[config.mk]
export PLATFORM = sky130hd
export DESIGN_NAME = branch_target_predictor_flat
export DESIGN_NICKNAME = d
export VERILOG_FILES = /design/src/rtl/branch_target_predictor_pkg.sv /design/src/rtl/branch_target_predictor_if.sv /design/src/rtl/branch_target_predictor_sat_counter_table.sv /design/src/rtl/branch_target_predictor.sv /design/src/flat_wrapper.sv
export SDC_FILE = /design/constraint.sdc
export NUM_CORES = 2
export LEC_CHECK = 0
export CAP_MARGIN = 20
export CELL_PAD_IN_SITES_DETAIL_PLACEMENT = 1
export CELL_PAD_IN_SITES_GLOBAL_PLACEMENT = 1
export CORE_MARGIN = 1
export CORE_UTILIZATION = 47
export DETAILED_ROUTE_END_ITERATION = 7
export PLACE_DENSITY = 0.81
export SETUP_SLACK_MARGIN = 0.3
export SYNTH_ARGS = -nofsm -noshare
export SYNTH_HDL_FRONTEND = slang
export SYNTH_HIERARCHICAL = 1
export SYNTH_SLANG_ARGS = --single-unit
[constraint.sdc]
create_clock -name clk -period 9.6 [get_ports clk]
set_input_delay 1.92 -clock clk [delete_from_list [all_inputs] [get_ports clk]]
set_output_delay 1.92 -clock clk [all_outputs]
set_load 0.01 [all_outputs]
[src/rtl/branch_target_predictor_pkg.sv]
// Shared definitions for the IF-stage next-PC predictor: predictor mode
// selector and the 32-bit MIPS opcode / field positions used by decode.
package branch_target_predictor_pkg;

  typedef enum logic [0:0] {
    PRED_BIMODAL = 1'b0,
    PRED_GSHARE  = 1'b1
  } pred_mode_e;

  localparam logic [5:0] OPCODE_J   = 6'h02;
  localparam logic [5:0] OPCODE_JAL = 6'h03;
  localparam logic [5:0] OPCODE_BEQ = 6'h04;

  localparam int unsigned J_TYPE_OP_MSB   = 31;
  localparam int unsigned J_TYPE_OP_LSB   = 26;
  localparam int unsigned J_TYPE_ADDR_MSB = 25;
  localparam int unsigned J_TYPE_ADDR_LSB = 0;
  localparam int unsigned I_TYPE_IMM_MSB  = 15;
  localparam int unsigned I_TYPE_IMM_LSB  = 0;

endpackage

[src/rtl/branch_target_predictor_if.sv]
// Fetch/resolve bus of the next-PC predictor.
//   master : pipeline side (drives fetch PC/instr and EX resolution)
//   slave  : predictor side (returns next PC, taken, BTB hit, history)
interface branch_target_predictor_if #(
  parameter int unsigned DWIDTH    = 32,
  parameter int unsigned HIST_BITS = 6
);
  logic [DWIDTH-1:0]    if_pc;
  logic [DWIDTH-1:0]    if_instr;
  logic [DWIDTH-1:0]    if_npc;
  logic                 if_pred_taken;
  logic                 if_btb_hit;
  logic [HIST_BITS-1:0] if_hist;
  logic                 ex_valid;
  logic [DWIDTH-1:0]    ex_pc;
  logic [HIST_BITS-1:0] ex_hist;
  logic                 ex_taken;
  logic [DWIDTH-1:0]    ex_target;

  modport master (
    output if_pc, if_instr, ex_valid, ex_pc, ex_hist, ex_taken, ex_target,
    input  if_npc, if_pred_taken, if_btb_hit, if_hist
  );

  modport slave (
    input  if_pc, if_instr, ex_valid, ex_pc, ex_hist, ex_taken, ex_target,
    output if_npc, if_pred_taken, if_btb_hit, if_hist
  );
endinterface

[src/rtl/branch_target_predictor_sat_counter_table.sv]
// sat_counter_table: array of saturating counters (the PHT).
//   clk, rst       : clock, synchronous active-high reset (all counters -> INIT)
//   i_rd_idx       : combinational read index -> o_rd_cnt_c
//   i_upd_en/_inc  : increment (inc=1) or decrement entry i_upd_idx on the edge
module sat_counter_table #(
  parameter int unsigned DEPTH    = 64,
  parameter int unsigned CNT_BITS = 2,
  parameter int unsigned INIT     = 2,
  localparam int unsigned IDX_W   = $clog2(DEPTH)
) (
  input  logic                clk,
  input  logic                rst,
  input  logic [IDX_W-1:0]    i_rd_idx,
  output logic [CNT_BITS-1:0] o_rd_cnt_c,
  input  logic                i_upd_en,
  input  logic                i_upd_inc,
  input  logic [IDX_W-1:0]    i_upd_idx
);

  localparam logic [CNT_BITS-1:0] CNT_MAX  = CNT_BITS'((1 << CNT_BITS) - 1);
  localparam logic [CNT_BITS-1:0] CNT_INIT = CNT_BITS'(INIT);

  logic [CNT_BITS-1:0] r_cnt [DEPTH];
  logic [CNT_BITS-1:0] w_cur;
  logic [CNT_BITS-1:0] w_nxt;

  assign o_rd_cnt_c = r_cnt[i_rd_idx];

  // Saturating next value for the entry being trained
  always_comb begin
    w_cur = r_cnt[i_upd_idx];
    w_nxt = w_cur;
    if (i_upd_inc) begin
      if (w_cur != CNT_MAX) w_nxt = w_cur + CNT_BITS'(1);
    end else begin
      if (w_cur != '0) w_nxt = w_cur - CNT_BITS'(1);
    end
  end

  always_ff @(posedge clk) begin
    if (rst) begin
      for (int i = 0; i < int'(DEPTH); i++) r_cnt[i] <= CNT_INIT;
    end else if (i_upd_en) begin
      r_cnt[i_upd_idx] <= w_nxt;
    end
  end

endmodule

[src/rtl/branch_target_predictor.sv]
// branch_target_predictor: combinational next-PC prediction for IF using a
// tagged BTB plus a PHT of saturating counters (bimodal or gshare), trained
// on the clock edge from EX resolution.
//   clk, rst : clock, synchronous active-high reset
//   bus      : slave side of branch_target_predictor_if (fetch in, prediction
//              out, EX resolution in)
module branch_target_predictor
  import branch_target_predictor_pkg::*;
#(
  parameter int unsigned DWIDTH    = 32,
  parameter int unsigned BTB_SIZE  = 16,
  parameter int unsigned PHT_SIZE  = 64,
  parameter int unsigned CNT_BITS  = 2,
  parameter int unsigned HIST_BITS = 6,
  parameter pred_mode_e  MODE      = PRED_GSHARE
) (
  input logic                    clk,
  input logic                    rst,
  branch_target_predictor_if.slave bus
);

  localparam int unsigned BIDX_W   = $clog2(BTB_SIZE);
  localparam int unsigned PIDX_W   = $clog2(PHT_SIZE);
  localparam int unsigned TAG_W    = DWIDTH - BIDX_W - 2;
  localparam int unsigned CNT_INIT = 1 << (CNT_BITS - 1);

  logic                 r_btb_valid [BTB_SIZE];
  logic [TAG_W-1:0]     r_btb_tag   [BTB_SIZE];
  logic [DWIDTH-1:0]    r_btb_tgt   [BTB_SIZE];
  logic [HIST_BITS-1:0] r_ghr;

  logic [BIDX_W-1:0]    w_if_bidx;
  logic [TAG_W-1:0]     w_if_tag;
  logic [PIDX_W-1:0]    w_if_pidx;
  logic [BIDX_W-1:0]    w_ex_bidx;
  logic [TAG_W-1:0]     w_ex_tag;
  logic [PIDX_W-1:0]    w_ex_pidx;
  logic [CNT_BITS-1:0]  w_if_cnt;
  logic [5:0]           w_opcode;
  logic [15:0]          w_imm;
  logic [DWIDTH-1:0]    w_pc4;
  logic [DWIDTH-1:0]    w_br_tgt;
  logic                 w_hit;
  logic                 w_unused_pc_lsbs;

  assign w_unused_pc_lsbs = ^{bus.if_pc[1:0], bus.ex_pc[1:0]};

  assign w_if_bidx = bus.if_pc[BIDX_W+1:2];
  assign w_if_tag  = bus.if_pc[DWIDTH-1:BIDX_W+2];
  assign w_ex_bidx = bus.ex_pc[BIDX_W+1:2];
  assign w_ex_tag  = bus.ex_pc[DWIDTH-1:BIDX_W+2];

  // gshare folds the history into the low PHT index bits
  assign w_if_pidx = bus.if_pc[PIDX_W+1:2] ^
                     ((MODE == PRED_GSHARE) ? PIDX_W'(r_ghr) : '0);
  assign w_ex_pidx = bus.ex_pc[PIDX_W+1:2] ^
                     ((MODE == PRED_GSHARE) ? PIDX_W'(bus.ex_hist) : '0);

  sat_counter_table #(
    .DEPTH    (PHT_SIZE),
    .CNT_BITS (CNT_BITS),
    .INIT     (CNT_INIT)
  ) u_pht (
    .clk        (clk),
    .rst        (rst),
    .i_rd_idx   (w_if_pidx),
    .o_rd_cnt_c (w_if_cnt),
    .i_upd_en   (bus.ex_valid),
    .i_upd_inc  (bus.ex_taken),
    .i_upd_idx  (w_ex_pidx)
  );

  // Decode and prediction
  always_comb begin
    w_opcode = bus.if_instr[J_TYPE_OP_MSB:J_TYPE_OP_LSB];
    w_imm    = bus.if_instr[I_TYPE_IMM_MSB:I_TYPE_IMM_LSB];
    w_pc4    = bus.if_pc + DWIDTH'(4);
    w_hit    = r_btb_valid[w_if_bidx] && (r_btb_tag[w_if_bidx] == w_if_tag);
    w_br_tgt = w_hit ? r_btb_tgt[w_if_bidx]
                     : w_pc4 + {{(DWIDTH-18){w_imm[15]}}, w_imm, 2'b00};

    bus.if_npc        = w_pc4;
    bus.if_pred_taken = 1'b0;
    bus.if_btb_hit    = w_hit;
    bus.if_hist       = r_ghr;

    case (w_opcode)
      OPCODE_J, OPCODE_JAL: begin
        bus.if_npc        = {w_pc4[DWIDTH-1:28],
                             bus.if_instr[J_TYPE_ADDR_MSB:J_TYPE_ADDR_LSB], 2'b00};
        bus.if_pred_taken = 1'b1;
      end
      OPCODE_BEQ: begin
        bus.if_pred_taken = w_if_cnt[CNT_BITS-1];
        bus.if_npc        = w_if_cnt[CNT_BITS-1] ? w_br_tgt : w_pc4;
      end
      default: ;
    endcase
  end

  // BTB fill on taken resolutions; non-speculative history update
  always_ff @(posedge clk) begin
    if (rst) begin
      for (int i = 0; i < int'(BTB_SIZE); i++) begin
        r_btb_valid[i] <= 1'b0;
        r_btb_tag[i]   <= '0;
        r_btb_tgt[i]   <= '0;
      end
      r_ghr <= '0;
    end else if (bus.ex_valid) begin
      if (bus.ex_taken) begin
        r_btb_valid[w_ex_bidx] <= 1'b1;
        r_btb_tag[w_ex_bidx]   <= w_ex_tag;
        r_btb_tgt[w_ex_bidx]   <= bus.ex_target;
      end
      r_ghr <= HIST_BITS'({r_ghr, bus.ex_taken});
    end
  end

endmodule

[src/flat_wrapper.sv]
// flat-port wrapper written by rule: the top's interface ports become plain ports
module branch_target_predictor_flat import branch_target_predictor_pkg::*;
#(
  parameter int unsigned DWIDTH    = 32,
  parameter int unsigned BTB_SIZE  = 16,
  parameter int unsigned PHT_SIZE  = 64,
  parameter int unsigned CNT_BITS  = 2,
  parameter int unsigned HIST_BITS = 6,
  parameter pred_mode_e  MODE      = PRED_GSHARE
)
  (clk, rst, bus_if_pc, bus_if_instr, bus_ex_valid, bus_ex_pc, bus_ex_hist, bus_ex_taken, bus_ex_target, bus_if_npc, bus_if_pred_taken, bus_if_btb_hit, bus_if_hist);
  branch_target_predictor_if #(.DWIDTH(DWIDTH), .HIST_BITS(HIST_BITS)) bus_i ();
  input logic clk;
  input logic rst;
  input wire logic [$bits(bus_i.if_pc)-1:0] bus_if_pc;
  input wire logic [$bits(bus_i.if_instr)-1:0] bus_if_instr;
  input wire logic [$bits(bus_i.ex_valid)-1:0] bus_ex_valid;
  input wire logic [$bits(bus_i.ex_pc)-1:0] bus_ex_pc;
  input wire logic [$bits(bus_i.ex_hist)-1:0] bus_ex_hist;
  input wire logic [$bits(bus_i.ex_taken)-1:0] bus_ex_taken;
  input wire logic [$bits(bus_i.ex_target)-1:0] bus_ex_target;
  output wire logic [$bits(bus_i.if_npc)-1:0] bus_if_npc;
  output wire logic [$bits(bus_i.if_pred_taken)-1:0] bus_if_pred_taken;
  output wire logic [$bits(bus_i.if_btb_hit)-1:0] bus_if_btb_hit;
  output wire logic [$bits(bus_i.if_hist)-1:0] bus_if_hist;
  assign bus_i.if_pc = bus_if_pc;
  assign bus_i.if_instr = bus_if_instr;
  assign bus_i.ex_valid = bus_ex_valid;
  assign bus_i.ex_pc = bus_ex_pc;
  assign bus_i.ex_hist = bus_ex_hist;
  assign bus_i.ex_taken = bus_ex_taken;
  assign bus_i.ex_target = bus_ex_target;
  assign bus_if_npc = bus_i.if_npc;
  assign bus_if_pred_taken = bus_i.if_pred_taken;
  assign bus_if_btb_hit = bus_i.if_btb_hit;
  assign bus_if_hist = bus_i.if_hist;
  branch_target_predictor #(.DWIDTH(DWIDTH), .BTB_SIZE(BTB_SIZE), .PHT_SIZE(PHT_SIZE), .CNT_BITS(CNT_BITS), .HIST_BITS(HIST_BITS), .MODE(MODE)) u_core (.clk(clk), .rst(rst), .bus(bus_i));
endmodule
==> flow_summary.toml <==
[timing]
rsz0062_at_grt = "true"
slew_headroom = 0.211
drv_slew = 0
finalCritPeriodShare = 0.952
clock.fmax_ghz = 0.109
finalSetupViolCount = 0
skew_ns = 0.0107
period_needed_ns = 9.14
finalSetupTns_ns = 0
worst_pin_slew_ns = 1.18
hold_viol = 0

[drt]
wl_per_cell_um = 33.0
firstDrtPassIters = 6
vias = 36100
drt_first_iter_violations = 4512
wirelength_um = 183000
ant_nets = 0
viasPerCell = 6.53
drc = 0

[clock_network]
cts-buffers-inserted = 113
clockBufferDepth = 3
clkTransAtPathRegs_ns = 0.06
worst_skew_pair.late_latency_ns = 0.72
htreeDepth = 3
clkSinkCount = 1078
postCtsSetupBuffers = 0
cts-root-buf = "clkbuf_16"
cts_tree = "done"

[floorplanning]
ios = 178
rows = 123
die_area_um2 = 116000
initial_core_util = 0.476
die_w_um = 340
die_h_um = 340
core_area_um2 = 113000

[pwr]
leakagePower_nw = 20.7
p_per_area_nw_per_um2 = 183
power.total_w = 0.0111
ir_worst_vdd_mv = 0.145

[min_path]
hold_class = "register to register"

[setup_path]
startpoint_type = "input pin"
cp_data_arrival_time_ns = 7.22
cp_cell_sequence = "clkdlybuf4s50_1 -> nand4_1 -> nor4_1 -> buf_4 -> nand2_1 -> or2_2 -> inv_1 -> nand2_1 -> xnor2_1 -> ha_1 -> a21oi_1 -> nand2_1 -> o31ai_2 -> a211oi_1 -> or2_2 -> o211ai_1 -> mux2i_1 -> o211a_1 -> clkdlybuf4s50_1"
crit_buf_inv = 4
cpPeakStageDelay_ns = 0.84
critPathCaptureType = "output pin"
critPathKind = "input pin to output pin"
cp_slowest_cell = "clkdlybuf4s50_1"
crit_path_frequent_cell = "nand2_1"
crit_fanout = 10
critPathTopFamily = "buffers and inverters"
crit_required_ns = 7.68

[place]
hpwl_um = 103000
portBuffers = 175
gp_congestion = 0.898

[global_route]
grt_max_degree = 83
grtUsageMet3 = 0.0699
grt_pass1_wl_um = 262000
grtUsageMet2 = 0.515
overflow = 0
busiest_layer = "met2"
grt_usage = 0.313
grt_pass1_vias = 37920
met1_usage = 0.400
antenna_found_initial = 31

[cells_and_area]
final_util = 0.537
drive_gt1_frac = 0.170
final_nets = 4099
nFillCells = 10959
areaGrowthSynthToFinish_pct = 12.8

[outcome]
status = "completed"

[yosys]
yosysWarnings = 6
syn_avg_cell_area_um2 = 13.8
syn_inst = 3889
synth_fp_nets = 4062
synth_area_um2 = 53800

[flow_run]
drv_cap = 0
-- stage by stage --
| step | cells | hold slack [ns] | cell area (um^2) | setup slack, ns |
|---|---|---|---|---|
| 6_report | 5530 | 0.466 | 60700 | 0.464 |
| 5_1_grt | 5527 | 0.477 | 60700 | 0.240 |
| 4_1_cts | 5521 | 0.460 | 60700 | 0.459 |
| 2_1_floorplan | 3889 | 0.421 | 53800 | 0.371 |
| 3_5_place_dp | 5311 | 0.444 | 57000 | 0.480 |
| 3_3_place_gp | 5311 | 0.429 | 57000 | 0.536 |
-- worst paths after layout --
kind,startpoint,end,slack [ns],cells after the start
min reg2reg,u_core/r_btb_valid[15]$_DFF_P_,u_core/r_btb_valid[15]$_DFF_P_,0.47,1
max,bus_if_pc[8],bus_if_npc[31],0.46,19
max reg2reg,u_core/u_pht/r_cnt[49][1]$_SDFFCE_PN1P_,u_core/u_pht/r_cnt[31][1]$_SDFFCE_PN1P_,5.75,8
min,u_core/r_btb_valid[15]$_DFF_P_,u_core/r_btb_valid[15]$_DFF_P_,0.47,1
-- placed cells by master (no fill, tap or decap), types with 14 or more instances in the layout --
master and instances:
a21oi_1 49, xnor2_1 34, a21o_1 26, nand2b_1 28, buf_4 106, nand2_1 110
nand3_1 84, o221ai_1 22, dfxtp_1 22, clkbuf_1 26, and2_1 937, xor2_1 32
clkinv_1 29, clkinv_2 15, o21ai_0 113, mux4_2 246, inv_1 17, nand4_1 50
nor3_2 45, or4b_2 14, clkbuf_16 113, mux2i_1 112, mux2_2 37, clkdlybuf4s50_1 170
nor2_1 95, nor2_2 18, edfxtp_1 1056, ha_1 34, o22ai_1 29, a22oi_1 38
nor2b_1 14, o21ai_1 20, and3_1 17
-- report_power, final --
part	switching [W]	internal (W)	leakage, nW
combinational	0.000839	0.000460	8.78
clock	0.00189	0.00247	1.77
sequential	0.0000766	0.00539	10.1
total	0.00281	0.00832	20.7
-- worst reg2reg max path, delay by kind of cell, from the launching register on --
| kind | cells | cell delay (ns) |
|---|---|---|
| simple gates | 2 | 0.23 |
| flops | 1 | 0.44 |
| mux | 1 | 0.32 |
| buf+inv | 1 | 0.46 |
| compound gates | 3 | 1.20 |
| fa+ha+maj | 1 | 0.90 |
-- repair_timing --
action                     4_1_cts  5_1_grt
hold buffers                     0        0
gates resized for setup          0        3
setup endpoints to repair        0        7
-- flip-flops by register name, summed over array words and instances (netlist names) --
| name | count |
|---|---|
| u_core/r_btb_tag | 416 |
| u_core/bus.if_hist | 6 |
| u_core/u_pht/r_cnt | 128 |
| u_core/r_btb_valid | 16 |
| u_core/r_btb_tgt | 512 |
-- final cells by class --
type                            instances  area (um^2)  share of cell area
Timing Repair Buffer                  284         2630              0.0433
Clock buffer                          147         3040              0.0500
Tap cell                             1500         1880              0.0309
Antenna cell                            9         22.5            0.000371
Clock inverter                         63          611              0.0101
Sequential cell                      1078        32200               0.530
Inverter                               20         77.6             0.00128
Multi-Input combinational cell       2429        20300               0.334
-- metal layers --
| layer | up-vias | wire length [um] |
|---|---|---|
| li1 | 14597 | - |
| met4 | 24 | 6950 |
| met5 | - | 151 |
| met3 | 451 | 20000 |
| met1 | 18692 | 66500 |
| met2 | 2336 | 89000 |
Power figures use the tool's default switching activity.
